### src/rtl/hamming74_pkg.sv
// Shared Hamming(7,4) definitions for the transmit encoder and the io_in decoder.
// Codeword bit k carries Hamming position k+1.
package hamming74_pkg;

  typedef enum logic [1:0] {
    ST_IDLE    = 2'd0,
    ST_SEND_LO = 2'd1,
    ST_SEND_HI = 2'd2,
    ST_GAP     = 2'd3
  } tx_state_e;

  localparam logic [6:0] IDLE_WORD_DEFAULT = 7'b0000000;

  // Parity bit locations inside the codeword; the decoder builds its syndrome from these.
  localparam int P1_BIT = 0;
  localparam int P2_BIT = 1;
  localparam int P3_BIT = 3;

  function automatic logic [6:0] encode74(input logic [3:0] nibble);
    logic d1, d2, d3, d4;
    d1 = nibble[0];
    d2 = nibble[1];
    d3 = nibble[2];
    d4 = nibble[3];
    return {d4, d3, d2, d2 ^ d3 ^ d4, d1, d1 ^ d3 ^ d4, d1 ^ d2 ^ d4};
  endfunction

endpackage

### src/rtl/sync_fifo.sv
// Single-clock pointer FIFO; pointers carry one extra wrap bit to separate full from empty.
// Read data is the head entry, valid whenever empty is low.
module sync_fifo #(
  parameter int WIDTH = 8,
  parameter int DEPTH = 4
) (
  input  logic                     wb_clk_i,
  input  logic                     wb_rst_i,
  input  logic                     push,
  input  logic [WIDTH-1:0]         wr_data,
  input  logic                     pop,
  output logic [WIDTH-1:0]         rd_data,
  output logic                     full,
  output logic                     empty,
  output logic [$clog2(DEPTH):0]   count
);

  localparam int AW = $clog2(DEPTH);

  logic [WIDTH-1:0] mem [DEPTH];
  logic [AW:0]      wr_ptr;
  logic [AW:0]      rd_ptr;
  logic             do_push;
  logic             do_pop;

  assign do_push = push && !full;
  assign do_pop  = pop && !empty;

  always_ff @(posedge wb_clk_i or posedge wb_rst_i) begin
    if (wb_rst_i) begin
      wr_ptr <= '0;
      rd_ptr <= '0;
    end else begin
      if (do_push) wr_ptr <= wr_ptr + 1'b1;
      if (do_pop)  rd_ptr <= rd_ptr + 1'b1;
    end
  end

  always_ff @(posedge wb_clk_i) begin
    if (do_push) mem[wr_ptr[AW-1:0]] <= wr_data;
  end

  assign rd_data = mem[rd_ptr[AW-1:0]];
  assign count   = wr_ptr - rd_ptr;
  assign full    = (count == (AW+1)'(DEPTH));
  assign empty   = (wr_ptr == rd_ptr);

endmodule

### src/rtl/hamming74_tx_encoder.sv
// Byte-to-Hamming(7,4) pad transmitter: bytes are queued, split low nibble first,
// and each codeword is held on io_out for HOLD_CYCLES, followed by GAP_CYCLES of IDLE_WORD.
module hamming74_tx_encoder
  import hamming74_pkg::*;
#(
  parameter int         FIFO_DEPTH  = 4,
  parameter int         HOLD_CYCLES = 4,
  parameter int         GAP_CYCLES  = 2,
  parameter logic [6:0] IDLE_WORD   = IDLE_WORD_DEFAULT
) (
  input  logic        wb_clk_i,
  input  logic        wb_rst_i,
  input  logic [7:0]  in_data,
  input  logic        in_valid,
  output logic        in_ready,
  output logic [6:0]  io_out,
  output logic [6:0]  io_oeb,
  output logic        sym_strobe,
  output logic        busy,
  output logic [15:0] tx_count,
  output logic [1:0]  debug_state
);

  // Handshake: a byte transfers on the rising edge where in_valid && in_ready;
  // in_ready is registered and reflects FIFO occupancy after that edge's push/pop.

  localparam int CW       = $clog2(FIFO_DEPTH) + 1;
  localparam int CNT_MAX  = (HOLD_CYCLES > GAP_CYCLES) ? HOLD_CYCLES : GAP_CYCLES;
  localparam int CNT_W    = (CNT_MAX > 1) ? $clog2(CNT_MAX) : 1;
  localparam int GAP_LAST = (GAP_CYCLES > 0) ? GAP_CYCLES - 1 : 0;

  tx_state_e      state, state_next;
  logic [CNT_W-1:0] cnt, cnt_next;
  logic [7:0]     byte_q;
  logic           hold_last, gap_last;

  logic           fifo_push, fifo_pop, fifo_full, fifo_empty;
  logic [7:0]     fifo_rd_data;
  logic [CW-1:0]  fifo_count, fifo_count_next;

  logic [6:0]     io_next;
  logic           strobe_next;

  assign fifo_push = in_valid && in_ready && !fifo_full;

  sync_fifo #(.WIDTH(8), .DEPTH(FIFO_DEPTH)) u_fifo (
    .wb_clk_i (wb_clk_i),
    .wb_rst_i (wb_rst_i),
    .push     (fifo_push),
    .wr_data  (in_data),
    .pop      (fifo_pop),
    .rd_data  (fifo_rd_data),
    .full     (fifo_full),
    .empty    (fifo_empty),
    .count    (fifo_count)
  );

  assign hold_last = (cnt == CNT_W'(HOLD_CYCLES - 1));
  assign gap_last  = (cnt == CNT_W'(GAP_LAST));

  always_ff @(posedge wb_clk_i or posedge wb_rst_i) begin
    if (wb_rst_i) begin
      state  <= ST_IDLE;
      cnt    <= '0;
      byte_q <= '0;
    end else begin
      state <= state_next;
      cnt   <= cnt_next;
      if (fifo_pop) byte_q <= fifo_rd_data;
    end
  end

  always_comb begin
    state_next = state;
    cnt_next   = cnt + 1'b1;
    fifo_pop   = 1'b0;
    case (state)
      ST_IDLE: begin
        cnt_next = '0;
        if (!fifo_empty) begin
          fifo_pop   = 1'b1;
          state_next = ST_SEND_LO;
        end
      end
      ST_SEND_LO: begin
        if (hold_last) begin
          cnt_next   = '0;
          state_next = ST_SEND_HI;
        end
      end
      ST_SEND_HI: begin
        if (hold_last) begin
          cnt_next = '0;
          // With no gap the next byte starts straight after the high codeword.
          if (GAP_CYCLES > 0) begin
            state_next = ST_GAP;
          end else if (!fifo_empty) begin
            fifo_pop   = 1'b1;
            state_next = ST_SEND_LO;
          end else begin
            state_next = ST_IDLE;
          end
        end
      end
      ST_GAP: begin
        if (gap_last) begin
          cnt_next = '0;
          if (!fifo_empty) begin
            fifo_pop   = 1'b1;
            state_next = ST_SEND_LO;
          end else begin
            state_next = ST_IDLE;
          end
        end
      end
      default: state_next = ST_IDLE;
    endcase
  end

  always_comb begin
    io_next     = IDLE_WORD;
    strobe_next = 1'b0;
    case (state)
      ST_SEND_LO: begin
        io_next     = encode74(byte_q[3:0]);
        strobe_next = (cnt == '0);
      end
      ST_SEND_HI: begin
        io_next     = encode74(byte_q[7:4]);
        strobe_next = (cnt == '0);
      end
      default: ;
    endcase
  end

  assign fifo_count_next = fifo_count + CW'(fifo_push) - CW'(fifo_pop);

  always_ff @(posedge wb_clk_i or posedge wb_rst_i) begin
    if (wb_rst_i) begin
      io_out     <= IDLE_WORD;
      io_oeb     <= 7'h7F;
      sym_strobe <= 1'b0;
      in_ready   <= 1'b0;
      tx_count   <= '0;
    end else begin
      io_out     <= io_next;
      io_oeb     <= '0;
      sym_strobe <= strobe_next;
      in_ready   <= (fifo_count_next != CW'(FIFO_DEPTH));
      tx_count   <= tx_count + {15'd0, sym_strobe};
    end
  end

  assign busy        = (state != ST_IDLE) || !fifo_empty;
  assign debug_state = state;

endmodule
### config.mk
export PLATFORM = sky130hd
export DESIGN_NAME = hamming74_tx_encoder
export DESIGN_NICKNAME = d
export VERILOG_FILES = /design/src/rtl/hamming74_pkg.sv /design/src/rtl/sync_fifo.sv /design/src/rtl/hamming74_tx_encoder.sv
export SDC_FILE = /design/constraint.sdc
export NUM_CORES = 1
export LEC_CHECK = 0
export BUFFER_PORTS_ARGS = -buffer_cell sky130_fd_sc_hd__buf_2
export CORE_MARGIN = 5
export CORE_UTILIZATION = 30
export DETAILED_ROUTE_END_ITERATION = 10
export PLACE_DENSITY = 0.49
export SLEW_MARGIN = 10
export SYNTH_ARGS = -nofsm -noshare
export SYNTH_HDL_FRONTEND = slang
export SYNTH_HIERARCHICAL = 1
export SYNTH_SLANG_ARGS = --single-unit
### constraint.sdc
create_clock -name wb_clk_i -period 3.71 [get_ports wb_clk_i]
set_input_delay 0.742 -clock wb_clk_i [delete_from_list [all_inputs] [get_ports wb_clk_i]]
set_output_delay 0.742 -clock wb_clk_i [all_outputs]
set_load 0.01 [all_outputs]
Yosys cells after proc, flatten, opt, wreduce, memory -nomap -nowiden

Memories as Yosys holds them, arrays and structs flattened. A register that Yosys moved wholly into a read port is not among the register bits.
Cells that the tools add are included.

Register bits after elaboration: 42
RAM bits: 32
Output and inout bits: 35
Word-level logic and storage cells: 69
Memories kept: 1

$add $sub $neg: 7
Equal/unequal tests: 12
Mux-type cells: 16
Bitwise logic cells: 12
Reductions and logical operators: 12

Memories:

| memory     | depth | width | read ports | clocked after Yosys merged registers in | write ports | line            | source |
|---|---|---|---|---|---|---|---|
| u_fifo.mem | 4     | 8     | 1          | 1                                       | 1           | sync_fifo.sv:20 | `logic [WIDTH-1:0] mem [DEPTH];` |

Operators with widths:

| kind                  | number |
|---|---|
| $add A16 B1 Y16       | 1 |
| $pmux W7 S2           | 1 |
| $mux W2               | 6 |
| $xor A1 B1 Y1         | 12 |
| $ne A2 B2 Y1 const B  | 4 |
| $pmux W2 S4           | 1 |
| $add A3 B1 Y3 const B | 2 |
| $eq A2 B2 Y1 const B  | 3 |
| $mux W1               | 6 |
| $pmux W2 S3           | 1 |
| $eq A2 B1 Y1 const B  | 2 |
| $logic_and A1 B1 Y1   | 4 |
| $logic_not A2 Y1      | 2 |
| $reduce_and A4 Y1     | 1 |
| $add A3 B1 Y3         | 1 |
| $eq A3 B3 Y1          | 1 |
| $eq A3 B3 Y1 const B  | 1 |
| $ne A3 B3 Y1 const B  | 1 |
| $sub A3 B1 Y3         | 1 |
| $sub A3 B3 Y3         | 1 |
| $add A2 B1 Y2 const B | 1 |
| $logic_not A1 Y1      | 2 |
| $pmux W1 S2           | 1 |
| $reduce_bool A2 Y1    | 1 |
| 2 further kinds       | 2 |

Depth between registers and ports, before layout

Word-level depth: 7
Depth in mapped cells: 13

Hierarchy

The synthesis kept the hierarchy.

By module, submodules not included:

| module               | instances | cells each | area an instance (um^2) | seq. area each (um^2) |
|---|---|---|---|---|
| hamming74_tx_encoder | 1         | 159        | 1909.3                  | 952.2 |
| sync_fifo            | 1         | 91         | 1644.1                  | 1111.1 |

Worst setup path before layout

OpenSTA, ideal clock, no wires.

Kind: register to register
From: reg u_fifo.rd_ptr[1]
To: reg in_ready
Setup time: 131 ps
Arrival: 2902 ps
Data required time: 3579 ps
Slack: 677 ps
Cell stages (with the launch flop): 14
Path through: dfrtp_1 -> clkbuf_1 -> inv_1 -> ha_1 -> nand2_1 -> nor2_1 -> nor3_4 -> ha_1 -> inv_1 -> ha_1 -> fa_1 -> xnor2_1 -> xnor2_1 -> or3_1

RTL lines:

| element                | line                                                    | source |
|---|---|---|
| from (decl)            | sync_fifo.sv:22                                         | `logic [AW:0] rd_ptr;` |
| from (signal assigned) | sync_fifo.sv:35                                         | `if (do_pop) rd_ptr <= rd_ptr + 1'b1;` |
| $eq A3 B3 Y1 *         | sync_fifo.sv:46                                         | `assign empty = (wr_ptr == rd_ptr);` |
| net fifo_empty         | hamming74_tx_encoder.sv:37                              | `logic fifo_push, fifo_pop, fifo_full, fifo_empty;` |
| $mux W1 *              | hamming74_tx_encoder.sv:80, hamming74_tx_encoder.sv:108 |  |
| $mux W1                | hamming74_tx_encoder.sv:106                             | `if (gap_last) begin` |
| $pmux W1 S2 *          | hamming74_tx_encoder.sv:77                              | `case (state)` |
| net fifo_pop           | hamming74_tx_encoder.sv:37                              |  |
| $sub A3 B1 Y3 *        | hamming74_tx_encoder.sv:136                             | `assign fifo_count_next = fifo_count + CW'(fifo_push) - CW'(fifo_pop);` |
| $ne A3 B3 Y1 *         | hamming74_tx_encoder.sv:149                             | `in_ready <= (fifo_count_next != CW'(FIFO_DEPTH));` |
| to (signal assigned)   | hamming74_tx_encoder.sv:149                             |  |
| to (decl)              | hamming74_tx_encoder.sv:15                              | `output logic in_ready,` |

The timed path passes the listed nets; every way through them passes the cells marked *.
A chain may end at the register's enable or synchronous reset.

Worst setup path in the final report

From: reg u_fifo.rd_ptr[1]
To: reg in_ready

Longest elaborated chain between the ends: 7

Ends and longest elaborated chain:

| element             | line                        | source |
|---|---|---|
| $sub A3 B3 Y3       | sync_fifo.sv:44             | `assign count = wr_ptr - rd_ptr;` |
| net fifo_count[2]   | hamming74_tx_encoder.sv:39  | `logic [CW-1:0] fifo_count, fifo_count_next;` |
| $eq A3 B3 Y1        | sync_fifo.sv:45             | `assign full = (count == (AW+1)'(DEPTH));` |
| net fifo_full       | hamming74_tx_encoder.sv:37  |  |
| $logic_not A1 Y1    | hamming74_tx_encoder.sv:44  | `assign fifo_push = in_valid && in_ready && !fifo_full;` |
| $logic_and A1 B1 Y1 | hamming74_tx_encoder.sv:44  |  |
| net fifo_push       | hamming74_tx_encoder.sv:37  |  |
| $add A3 B1 Y3       | hamming74_tx_encoder.sv:136 |  |
| $sub A3 B1 Y3       | hamming74_tx_encoder.sv:136 |  |
| $ne A3 B3 Y1        | hamming74_tx_encoder.sv:149 |  |

The timed path passes the listed nets, and every way through them passes these cells.

==> flow_metrics.env <==
export IMPL_outcome="finished clean"
export IMPL_async_flop_share_pct=57.9
export IMPL_ys_types=41
export IMPL_drc=0
export IMPL_synth_warnings=6
export IMPL_io_pin_count=46
export IMPL_track_usage_pct=9.82
export IMPL_cts_htree_levels=3
export IMPL_routed_wirelength_um=6390
export IMPL_required_ns=3.92
export IMPL_coreArea_mm2=0.0115
export IMPL_dp_worst_setup_slack_ns=0.540
export IMPL_wire_per_inst_um=14.3
export IMPL_power_switching_uw=1360
export IMPL_setup_tns_ns=0
export IMPL_numCtsBuffers=9
export IMPL_clock_sinks=76
export IMPL_drv_cap=0
export IMPL_clock_power_share_pct=22.4
export IMPL_first_global_vias=2156
export IMPL_power_leakage_uw=0.00182
export IMPL_path_buf_inv=1
export IMPL_io_buffers=45
export IMPL_crit_fanout=11
export IMPL_synth_edf_count=32
export IMPL_critPathSlowestCell="dfrtp_1"
export IMPL_grt_max_degree=39
export IMPL_antenna_cells=0
export IMPL_fin_nets=331
export IMPL_slew_violations=0
export IMPL_initial_core_util_pct=30.9
export IMPL_setup_ws_ns=0.565
export IMPL_antenna_found_initial=0
export IMPL_worstPathArrival_ns=3.36
export IMPL_clock_latency_ns=0.33
export IMPL_hold_viol_final=0
export IMPL_p_per_area_mw_per_mm2=914
export IMPL_period_needed_ns=3.14
export IMPL_cpPeakStageDelay_ns=0.61
export IMPL_viasPerCell=4.46
export IMPL_synth_top_area_share_pct=30.3
export IMPL_comb_power_share_pct=42.0
export IMPL_yosysTopAreaCell="dfrtp_1"
export IMPL_multiInputGateArea_mm2=0.00136
export IMPL_cts_buffer_depth=2
export IMPL_rsz0062_at_grt="no"
export IMPL_setup_violations=0
export IMPL_cts_resized=0
export IMPL_syn_num_nets=283
export IMPL_drtAntennaViolNets=0
export IMPL_die_area_mm2=0.0141
export IMPL_crit_type="reg -> reg"
export IMPL_cp_startpoint="u_fifo/rd_ptr[1]"
export IMPL_regArea_mm2=0.00206
export IMPL_cp_end_kind="flop"
export IMPL_syn_area_mm2=0.00355
export IMPL_pwr_share_seq_pct=35.6
export IMPL_global_route_overflow_total=0
export IMPL_cts_hold_buf=0
export IMPL_r2r_start="u_fifo/rd_ptr[1]"
export IMPL_postLayoutCellArea_mm2=0.00421
export IMPL_clk_pin_slew_worst_paths_ns=0.06
export IMPL_finalCritPeriodShare_pct=84.8
export IMPL_fin_util_pct=36.5
export IMPL_peakVddDrop_mv=0.414
export IMPL_synth_most_common_cell="dfrtp_1"
export IMPL_dieHeight_um=119
export IMPL_ys_seq_area_share_pct=58.1
export IMPL_drive_gt1_share_pct=30.4
export IMPL_place_detailed_hpwl_um=4490
export IMPL_root_buffer="clkbuf_16"
export IMPL_synth_area_leaders="dfrtp_1, edfxtp_1, ha_1"
export IMPL_fillCellCount=1128
export IMPL_first_iter_violations=63
export IMPL_area_growth_pct=18.3
export IMPL_cpLargestDelayFamily="adder cells"
export IMPL_max_freq_mhz=318
export IMPL_critPathLaunchType="flop"
export IMPL_synth_cells=250
export IMPL_cts_tree="done"
export IMPL_vias=1991
export IMPL_postCtsSetupBuffers=0
export IMPL_ys_top_cells_by_count="dfrtp_1, edfxtp_1, ha_1, xnor2_1, inv_1"
export IMPL_skew_ns=0.00214
export IMPL_drt_pass1_iterations=4
export IMPL_ys_ff_latch=76
export IMPL_p_sw_share_pct=35.4
export IMPL_num_rows=39
export IMPL_dpl_instance_area_mm2=0.00391
export IMPL_die_w_um=119
export IMPL_syn_avg_cell_area_um2=14.2
export IMPL_p_int_uw=2480
export IMPL_rrSetupSlack_ns=0.57
export IMPL_grt_pass1_wl_um=10800
export IMPL_path_cells="inv_1 -> fa_1 -> xnor3_2 -> nor2b_1 -> nor2_1 -> ha_1 -> fa_1 -> xnor2_1 -> xnor2_1 -> or3_1"
export IMPL_place_gp_congestion=0.737
export IMPL_ys_flop_type="dfrtp_1"
export IMPL_holdCritPathClass="in -> async"
==> power groups by stage <==
stage / clock network [µW] / logic (µW) / registers, µW
detailed placement: 0 / 1630 / 1390
global route: 928 / 1820 / 1400
finish: 860 / 1610 / 1370
CTS: 897 / 1650 / 1370
floorplan: 0 / 1270 / 1350
global placement: 0 / 1610 / 1380
==> stage by stage <==
step,instances,hold slack (ns),power (µW)
final,446,0.347,3840
after global routing,446,0.374,4160
after CTS,446,0.340,3920
after detailed placement,430,0.457,3020
after global placement,430,0.454,2990
after floorplan,250,0.467,2620
==> registers in the layout, indices dropped and copies added, names as in the netlist <==
name / count
io_oeb: 1
u_fifo/wr_ptr: 3
u_fifo/mem: 32
cnt: 2
u_fifo/rd_ptr: 3
sym_strobe: 1
tx_count: 16
byte_q: 8
in_ready: 1
debug_state: 2
io_out: 7
==> cell usage in the layout, fill, tap and decap left out, drive strengths merged, types with 2 or more instances in the layout <==
| cell | instances |
|---|---|
| a22oi | 8 |
| and2 | 5 |
| and3 | 2 |
| buf | 48 |
| clkbuf | 10 |
| clkinv | 3 |
| dfrtp | 43 |
| edfxtp | 32 |
| fa | 2 |
| ha | 20 |
| inv | 19 |
| mux2 | 10 |
| mux4 | 8 |
| nand2 | 11 |
| nand2b | 3 |
| nand3 | 7 |
| nand4 | 2 |
| nor2 | 9 |
| nor2b | 9 |
| nor3 | 2 |
| o211ai | 2 |
| o31ai | 2 |
| or3 | 2 |
| xnor2 | 20 |
| xor2 | 10 |
==> final timing paths <==
| path | endpoint | depth (start not counted) |
|---|---|---|
| min | u_fifo/wr_ptr[2] | 2 |
| max | in_ready | 10 |
| min reg2reg | tx_count[15] | 1 |
| max reg2reg | in_ready | 10 |
| max in group asynchronous | io_oeb[5] | 3 |
| min in group wb_clk_i | tx_count[15] | 1 |
==> cells by family after synthesis <==
kind of cell / synth area share, %
xor+xnor: 8.06
compound gates: 4.08
mux: 8.24
buf+inv: 3.80
fa+ha+maj: 8.17
flops: 58.1
other cells: 0.106
simple gates: 9.47
==> cell type report <==
| cell class | instances | share of cell area [%] |
|---|---|---|
| multi-input cells | 145 | 32.2 |
| flip-flops and latches | 76 | 49.1 |
| inverters | 18 | 1.61 |
| repair buffers | 48 | 5.89 |
| clock buffers | 10 | 5.44 |
| well taps | 143 | 4.25 |
| clock inverters | 6 | 1.52 |
==> routing by layer <==
layer | track usage, % | share of wire [%] | wire (µm) | vias to the layer above
li1 | - | - | - | 968
met4 | 4.42 | 2.0 | 127 | 0
met2 | 15.7 | 48 | 3090 | 48
met3 | 3.93 | 5.5 | 354 | 10
met5 | 0 | 0 | 0 | -
met1 | 11.7 | 44 | 2820 | 965
Power figures use the tool's default switching activity.
